==> config.mk <==
export PLATFORM = sky130hd
export DESIGN_NAME = vram_port_arbiter_flat
export DESIGN_NICKNAME = d
export VERILOG_FILES = /design/src/rtl/vram_port_arbiter_if.sv /design/src/rtl/vram_port_arbiter.sv /design/src/flat_wrapper.sv
export SDC_FILE = /design/constraint.sdc
export NUM_CORES = 1
export LEC_CHECK = 0
export BUFFER_PORTS_ARGS = -buffer_cell sky130_fd_sc_hd__buf_2
export CORE_MARGIN = 3
export CORE_UTILIZATION = 39
export CTS_CLUSTER_SIZE = 16
export DETAILED_ROUTE_END_ITERATION = 8
export PLACE_DENSITY = 0.76
export SLEW_MARGIN = 25
export SYNTH_ARGS = -nofsm -noshare
export SYNTH_HDL_FRONTEND = slang
export SYNTH_SLANG_ARGS = --single-unit
==> constraint.sdc <==
create_clock -name CLK -period 2 [get_ports CLK]
set_input_delay 0.3 -clock CLK [delete_from_list [all_inputs] [get_ports CLK]]
set_output_delay 0.3 -clock CLK [all_outputs]
set_load 0.1 [all_outputs]
==> src/rtl/vram_port_arbiter_if.sv <==
// Bundles every request, response and RAM port-B signal of the VRAM arbiter.
// Latency: none, wires only.
// Backpressure: writers are held off by wr_ready; display and clear have no backpressure.
interface vram_port_arbiter_if #(
    parameter int ADDR_W = 11,
    parameter int DATA_W = 32
);
    logic                  disp_req;
    logic [ADDR_W-1:0]     disp_addr;
    logic [DATA_W-1:0]     disp_rdata;
    logic                  disp_rvalid;
    logic [1:0]            wr_valid;
    logic [2*ADDR_W-1:0]   wr_addr;
    logic [2*DATA_W-1:0]   wr_data;
    logic [7:0]            wr_be;
    logic [1:0]            wr_ready;
    logic                  clr_start;
    logic                  clr_busy;
    logic                  clr_done;
    logic [ADDR_W-1:0]     ram_addr;
    logic [DATA_W-1:0]     ram_data;
    logic [3:0]            ram_be;
    logic                  ram_wren;
    logic                  ram_rden;
    logic [DATA_W-1:0]     ram_q;
    logic                  disp_miss;
    logic                  miss_clr;

    // Arbiter side
    modport slave (
        input  disp_req, disp_addr, wr_valid, wr_addr, wr_data, wr_be,
               clr_start, ram_q, miss_clr,
        output disp_rdata, disp_rvalid, wr_ready, clr_busy, clr_done,
               ram_addr, ram_data, ram_be, ram_wren, ram_rden, disp_miss
    );

    // Requester / RAM side
    modport master (
        output disp_req, disp_addr, wr_valid, wr_addr, wr_data, wr_be,
               clr_start, ram_q, miss_clr,
        input  disp_rdata, disp_rvalid, wr_ready, clr_busy, clr_done,
               ram_addr, ram_data, ram_be, ram_wren, ram_rden, disp_miss
    );
endinterface

==> src/rtl/vram_port_arbiter.sv <==
// Arbitrates VRAM port B between display fetch, two writers and a clear sweep.
// Latency: grant to ram_* is 1 cycle; display read data returns 2 cycles after grant.
// Backpressure: writers wait on wr_ready; a starved writer is forced through by dropping one display fetch.
module vram_port_arbiter #(
    parameter int                ADDR_W     = 11,
    parameter int                DATA_W     = 32,
    parameter int                MAX_STALL  = 4,
    parameter int                CLEAR_LAST = 599,
    parameter logic [DATA_W-1:0] CLEAR_WORD = 32'h0000_0000
) (
    input  logic                 CLK,
    input  logic                 RESET,
    vram_port_arbiter_if.slave   bus
);

    typedef enum logic [1:0] {ST_IDLE, ST_CLEAR, ST_DONE} clr_state_t;

    clr_state_t          state_q;
    logic [ADDR_W-1:0]   clr_addr_q;
    logic                clr_busy_q;
    logic                clr_done_q;
    logic [2:0]          stall_q, stall_d;
    logic                rr_q, rr_d;        // writer favoured when both are valid
    logic                miss_q, miss_d;
    logic [1:0]          rv_q;              // display read-valid pipe
    logic [ADDR_W-1:0]   ram_addr_q;
    logic [DATA_W-1:0]   ram_data_q;
    logic [3:0]          ram_be_q;
    logic                ram_wren_q;
    logic                ram_rden_q;

    logic                any_wr, stall_cond, forced;
    logic                gnt_disp, gnt_wr, gnt_clr, wr_sel;
    logic [1:0]          wr_ready_c;

    // Single grant per cycle: display, forced writer, round-robin writer, clear, idle
    always_comb begin
        any_wr     = |bus.wr_valid;
        stall_cond = bus.disp_req & any_wr;
        forced     = stall_cond & (stall_q == 3'(MAX_STALL));
        gnt_disp   = bus.disp_req & ~forced;
        gnt_wr     = ~gnt_disp & any_wr;
        gnt_clr    = ~gnt_disp & ~any_wr & (state_q == ST_CLEAR);
        wr_sel     = (&bus.wr_valid) ? rr_q : bus.wr_valid[1];
        wr_ready_c = 2'b00;
        if (gnt_wr && RESET) begin
            wr_ready_c[wr_sel] = 1'b1;
        end
        stall_d = (gnt_wr || !stall_cond) ? 3'd0 : stall_q + 3'd1;
        rr_d    = gnt_wr ? ~wr_sel : rr_q;
        // a forced drop in the same cycle as a clear request keeps the flag set
        miss_d  = forced ? 1'b1 : (bus.miss_clr ? 1'b0 : miss_q);
    end

    // Register the winning request onto RAM port B and track stall/fairness state
    always_ff @(posedge CLK or negedge RESET) begin
        if (!RESET) begin
            ram_addr_q <= '0;
            ram_data_q <= '0;
            ram_be_q   <= '0;
            ram_wren_q <= 1'b0;
            ram_rden_q <= 1'b0;
            rv_q       <= 2'b00;
            stall_q    <= 3'd0;
            rr_q       <= 1'b0;
            miss_q     <= 1'b0;
        end else begin
            ram_wren_q <= gnt_wr | gnt_clr;
            ram_rden_q <= gnt_disp;
            if (gnt_disp) begin
                ram_addr_q <= bus.disp_addr;
                ram_be_q   <= 4'hF;
            end else if (gnt_wr) begin
                ram_addr_q <= wr_sel ? bus.wr_addr[2*ADDR_W-1:ADDR_W] : bus.wr_addr[ADDR_W-1:0];
                ram_data_q <= wr_sel ? bus.wr_data[2*DATA_W-1:DATA_W] : bus.wr_data[DATA_W-1:0];
                ram_be_q   <= wr_sel ? bus.wr_be[7:4] : bus.wr_be[3:0];
            end else if (gnt_clr) begin
                ram_addr_q <= clr_addr_q;
                ram_data_q <= CLEAR_WORD;
                ram_be_q   <= 4'hF;
            end
            rv_q    <= {rv_q[0], gnt_disp};
            stall_q <= stall_d;
            rr_q    <= rr_d;
            miss_q  <= miss_d;
        end
    end

    // Clear sweep FSM; the address only advances on cycles the sweep actually wins
    always_ff @(posedge CLK or negedge RESET) begin
        if (!RESET) begin
            state_q    <= ST_IDLE;
            clr_addr_q <= '0;
            clr_busy_q <= 1'b0;
            clr_done_q <= 1'b0;
        end else begin
            case (state_q)
                ST_IDLE: begin
                    clr_done_q <= 1'b0;
                    if (bus.clr_start) begin
                        state_q    <= ST_CLEAR;
                        clr_addr_q <= '0;
                        clr_busy_q <= 1'b1;
                    end
                end
                ST_CLEAR: begin
                    if (gnt_clr) begin
                        if (clr_addr_q == ADDR_W'(CLEAR_LAST)) begin
                            state_q    <= ST_DONE;
                            clr_busy_q <= 1'b0;
                            clr_done_q <= 1'b1;
                        end else begin
                            clr_addr_q <= clr_addr_q + ADDR_W'(1);
                        end
                    end
                end
                ST_DONE: begin
                    state_q    <= ST_IDLE;
                    clr_done_q <= 1'b0;
                end
                default: begin
                    state_q    <= ST_IDLE;
                    clr_busy_q <= 1'b0;
                    clr_done_q <= 1'b0;
                end
            endcase
        end
    end

    assign bus.wr_ready    = wr_ready_c;
    assign bus.disp_rdata  = bus.ram_q;
    assign bus.disp_rvalid = rv_q[1];
    assign bus.disp_miss   = miss_q;
    assign bus.clr_busy    = clr_busy_q;
    assign bus.clr_done    = clr_done_q;
    assign bus.ram_addr    = ram_addr_q;
    assign bus.ram_data    = ram_data_q;
    assign bus.ram_be      = ram_be_q;
    assign bus.ram_wren    = ram_wren_q;
    assign bus.ram_rden    = ram_rden_q;

endmodule

==> src/flat_wrapper.sv <==
// flat-port wrapper written by rule: the top's interface ports become plain ports
module vram_port_arbiter_flat 
#(
    parameter int                ADDR_W     = 11,
    parameter int                DATA_W     = 32,
    parameter int                MAX_STALL  = 4,
    parameter int                CLEAR_LAST = 599,
    parameter logic [DATA_W-1:0] CLEAR_WORD = 32'h0000_0000
)
  (CLK, RESET, bus_disp_req, bus_disp_addr, bus_wr_valid, bus_wr_addr, bus_wr_data, bus_wr_be, bus_clr_start, bus_ram_q, bus_miss_clr, bus_disp_rdata, bus_disp_rvalid, bus_wr_ready, bus_clr_busy, bus_clr_done, bus_ram_addr, bus_ram_data, bus_ram_be, bus_ram_wren, bus_ram_rden, bus_disp_miss);
  vram_port_arbiter_if #(.ADDR_W(ADDR_W), .DATA_W(DATA_W)) bus_i ();
  input  logic CLK;
  input  logic RESET;
  input wire logic [$bits(bus_i.disp_req)-1:0] bus_disp_req;
  input wire logic [$bits(bus_i.disp_addr)-1:0] bus_disp_addr;
  input wire logic [$bits(bus_i.wr_valid)-1:0] bus_wr_valid;
  input wire logic [$bits(bus_i.wr_addr)-1:0] bus_wr_addr;
  input wire logic [$bits(bus_i.wr_data)-1:0] bus_wr_data;
  input wire logic [$bits(bus_i.wr_be)-1:0] bus_wr_be;
  input wire logic [$bits(bus_i.clr_start)-1:0] bus_clr_start;
  input wire logic [$bits(bus_i.ram_q)-1:0] bus_ram_q;
  input wire logic [$bits(bus_i.miss_clr)-1:0] bus_miss_clr;
  output wire logic [$bits(bus_i.disp_rdata)-1:0] bus_disp_rdata;
  output wire logic [$bits(bus_i.disp_rvalid)-1:0] bus_disp_rvalid;
  output wire logic [$bits(bus_i.wr_ready)-1:0] bus_wr_ready;
  output wire logic [$bits(bus_i.clr_busy)-1:0] bus_clr_busy;
  output wire logic [$bits(bus_i.clr_done)-1:0] bus_clr_done;
  output wire logic [$bits(bus_i.ram_addr)-1:0] bus_ram_addr;
  output wire logic [$bits(bus_i.ram_data)-1:0] bus_ram_data;
  output wire logic [$bits(bus_i.ram_be)-1:0] bus_ram_be;
  output wire logic [$bits(bus_i.ram_wren)-1:0] bus_ram_wren;
  output wire logic [$bits(bus_i.ram_rden)-1:0] bus_ram_rden;
  output wire logic [$bits(bus_i.disp_miss)-1:0] bus_disp_miss;
  assign bus_i.disp_req = bus_disp_req;
  assign bus_i.disp_addr = bus_disp_addr;
  assign bus_i.wr_valid = bus_wr_valid;
  assign bus_i.wr_addr = bus_wr_addr;
  assign bus_i.wr_data = bus_wr_data;
  assign bus_i.wr_be = bus_wr_be;
  assign bus_i.clr_start = bus_clr_start;
  assign bus_i.ram_q = bus_ram_q;
  assign bus_i.miss_clr = bus_miss_clr;
  assign bus_disp_rdata = bus_i.disp_rdata;
  assign bus_disp_rvalid = bus_i.disp_rvalid;
  assign bus_wr_ready = bus_i.wr_ready;
  assign bus_clr_busy = bus_i.clr_busy;
  assign bus_clr_done = bus_i.clr_done;
  assign bus_ram_addr = bus_i.ram_addr;
  assign bus_ram_data = bus_i.ram_data;
  assign bus_ram_be = bus_i.ram_be;
  assign bus_ram_wren = bus_i.ram_wren;
  assign bus_ram_rden = bus_i.ram_rden;
  assign bus_disp_miss = bus_i.disp_miss;
  vram_port_arbiter #(.ADDR_W(ADDR_W), .DATA_W(DATA_W), .MAX_STALL(MAX_STALL), .CLEAR_LAST(CLEAR_LAST), .CLEAR_WORD(CLEAR_WORD)) u_core (.CLK(CLK), .RESET(RESET), .bus(bus_i));
endmodule
==> metrics.md <==
| Metric | Value |
|---|---|
| Status | `complete, no violations` |
| I/O pins | `231` |
| Tmin final | `1.911 ns` |
| CTS root buffer | `clkbuf_8` |
| Worst setup slack after placement | `0.004600 ns` |
| Area post-placement | `4692 um^2` |
| # DRC | `0` |
| GRT Resource Usage Total | `between 20% and 30%` |
| Final WS setup | `0.08917 ns` |
| Final nets | `686` |
| Worst-path cell chain | `inv_2, ha_4, a21boi_4, nor2_4, and3_2, buf_12` |
| Ys async rst share | `between 90% and 100%` |
| Worst path max stage delay | `slightly above 0.4 ns` |
| CP arrival | `1.61 ns` |
| Type of origin of the critical path | `register` |
| CTS Buffer Depth | `2` |
| Pins Over Slew Limit | `0` |
| Initial antenna violation count | `1` |
| Synth area leaders | `dfrtp_1 (46%), mux2i_1 (11%), buf_4 (6.3%)` |
| Synth Flop Type | `dfrtp_1` |
| Critical path data required time | `1.70 ns` |
| ANT cells | `0` |
| Area grow syn2layout | `31.21%` |
| Die Y | `around 100 um` |
| Worst setup path category | `register to output pin` |
| RSZ-0062 raised after global routing | `false` |
| VDD IR max | `0.5907 mV` |
| Synth top area share | `a little under half` |
| FILL cells | `882` |
| DRT iter0 DRCs | `110` |
| Via count | `3,541` |
| Die area | `about 11,000 um^2` |
| Cell Rows | `35` |
| H-Tree Depth | `3` |
| Fraction of layout cells with a size suffix above 1 | `about two fifths` |
| Largest net degree at the start of global routing | `65` |
| Synthesized area per cell | `between 9 and 10 um^2` |
| Clk Latency, worst-skew pair | `between 0.3 and 0.4 ns` |
| Final Hold Fails | `0` |
| Initial Util | `40.60%` |
| Synth unique cells | `47` |
| Core area | `9371 um^2` |
| Drt pass-1 iters | `4` |
| Slowest-stage cell, CP | `dfrtp_1` |
| Final setup viols | `0` |
| Clock transition at path regs | `roughly 0.07 ns` |
| CTS tree | `done` |
| Leak | `0.002541 uW` |
| Clock sinks | `70` |
| CTS buffer count | `9` |
| Mapped Cells | `393` |
| Post-Syn Nets | `540` |
| GPL Wtd Cong | `0.8526` |
| Utilization after layout | `53.27%` |
| Vias in the first global route | `3,575` |
| Vias per inst | `5.262` |
| Netlist Area Pre-Place | `3805 um^2` |
| Global-route wire length before repair | `between 15,000 and 20,000 um` |
| Largest area contributor in the netlist | `dfrtp_1` |
| Drt wl/cell | `16.51 um` |
| Total Wirelength | `11,110 um` |
| GR Overflow Total | `0` |
| Final period utilization | `about 96%` |
| Routed Antenna Nets | `0` |
| Final instance area | `roughly 5000 um^2` |
| Most common cell in the netlist | `dfrtp_1` |
| Max Freq | `523.3 MHz` |
| WP buf/inv | `2` |
| Buffers on Ports | `166` |
| Worst min path class | `input port to register` |
| Worst Tran Pin Value | `0.8192 ns` |
| Storage element area | `1752 um^2` |
| Most frequent cells after synthesis | `dfrtp_1 (70), nand2_1 (50), mux2i_1 (40), o21ai_0 (38), buf_4 (32)` |
| Post-synth EDFFs | `0` |
| Power density over the cells | `a little under 1000 nW/um^2` |
| Clock skew | `0.01021 ns` |
| Number of synthesized register bits | `70` |
| Synthesis Warnings | `0` |
| Dpl hpwl | `8404 um` |
| Die width | `104.8 um` |
| Kind of end point of the critical path | `output pin` |
| Peak fanout along the critical path | `6` |
| Area of the multi-input gates | `1739 um^2` |
| Critical path's top delay family | `simple AND/OR/NAND/NOR gates` |
| Max cap viols | `0` |
| Slew margin rel. | `45.39%` |
| Sequential cell area fraction in the yosys report | `a little under half` |
-- placed cells by master (no fill, tap or decap), types with 3 or more instances in the layout --
cell | Yosys | routed
buf_4 | 32 | 24
or4_1 | 4 | 4
clkbuf_8 | 0 | 10
nand2b_1 | 5 | 5
and3_1 | 12 | 10
nor3b_1 | 3 | 3
buf_2 | 2 | 164
nor2_1 | 17 | 16
dfrtp_1 | 70 | 70
a211oi_1 | 10 | 10
o21ai_0 | 38 | 38
mux2i_1 | 40 | 40
nand2_1 | 50 | 49
buf_12 | 0 | 4
inv_1 | 7 | 6
a2bb2oi_1 | 5 | 4
nand3_1 | 4 | 4
o31ai_1 | 16 | 16
a21oi_1 | 8 | 8
a22oi_1 | 10 | 10
-- sequential cells by signal, summed over array words and instances, names as in the netlist --
register	count
u_core.bus.ram_be	4
u_core.rr_q	1
u_core.bus.ram_data	32
u_core.bus.clr_busy	1
u_core.stall_q	3
u_core.bus.clr_done	1
u_core.rv_q	2
u_core.bus.ram_addr	11
u_core.bus.disp_miss	1
u_core.state_q	2
u_core.bus.ram_wren	1
u_core.clr_addr_q	11
-- what timing repair did --
action,4_1_cts,5_1_grt
resized for setup,4,8
buffers inserted,2,1
hold buffers,1,0
pin swaps,1,2
setup endpoints to repair,2,11
hold endpoints to repair,6,0
-- cell type report --
cell class / count / share of cell area [%]
inverters: 7 / 0.5263
clock inverters: 6 / 1.704
repair buffers: 193 / 21.85
clock buffers: 10 / 2.757
multi-input cells: 258 / 34.84
flip-flops and latches: 70 / 35.09
well taps: 129 / 3.233
-- worst register-to-register path: stages (launching register included) --
cell     delay [ns]
dfrtp_1        0.34
or4b_4         0.47
a211o_2        0.37
or4_1          0.41
a21oi_1        0.17
-- per-stage QoR --
step	hold WS [ns]	setup TNS (ns)	cells	power, uW
floorplan	0.004409	-0.001893	393	3371
detailed placement	0.1585	0	653	3535
CTS	0.1445	0	672	4815
finish	0.1569	0	673	4796
global route	0.1360	0	673	5040
global placement	0.1606	0	653	3502
-- logic make-up (layout without fill, tap and decap cells) --
logic type / Yosys count / in the layout / synth area share [%]
and+or+nand+nor: 118 / 118 / 16.05
AOI/OAI and AO/OA: 97 / 97 / 16.38
DFF: 70 / 70 / 46.04
buffers and inverters: 65 / 216 / 10.03
muxes: 40 / 40 / 10.52
adders and majority gates: 3 / 3 / 0.9866
-- routing by layer --
layer	vias up	routed length [um]	track usage, %
met5	-	13	0
met4	2	227	7.498
met3	31	903	7.350
met2	156	5542	33.32
met1	1689	4421	23.64
li1	1663	-	-
-- where the power goes --
part	switching, uW	total [uW]	internal [uW]
logic	1400	1820	421
registers	117	1700	1590
clock network	541	1270	732
total	2050	4800	2740
-- final timing paths --
path,from,endpoint,slack [ns],depth (start not counted)
worst max-delay path,u_core.stall_q[0],bus_wr_ready[0],0.09,6
worst min-delay path,bus_miss_clr,u_core.bus.disp_miss,0.16,2
worst max register to register,u_core.state_q[0],u_core.clr_addr_q[5],0.17,4
worst min register to register,u_core.rv_q[0],u_core.rv_q[1],0.38,0
max in group asynchronous,RESET,u_core.bus.ram_data[13],0.54,3
min in group asynchronous,RESET,u_core.bus.ram_data[30],0.39,2
(Power assumes the default switching activity.)
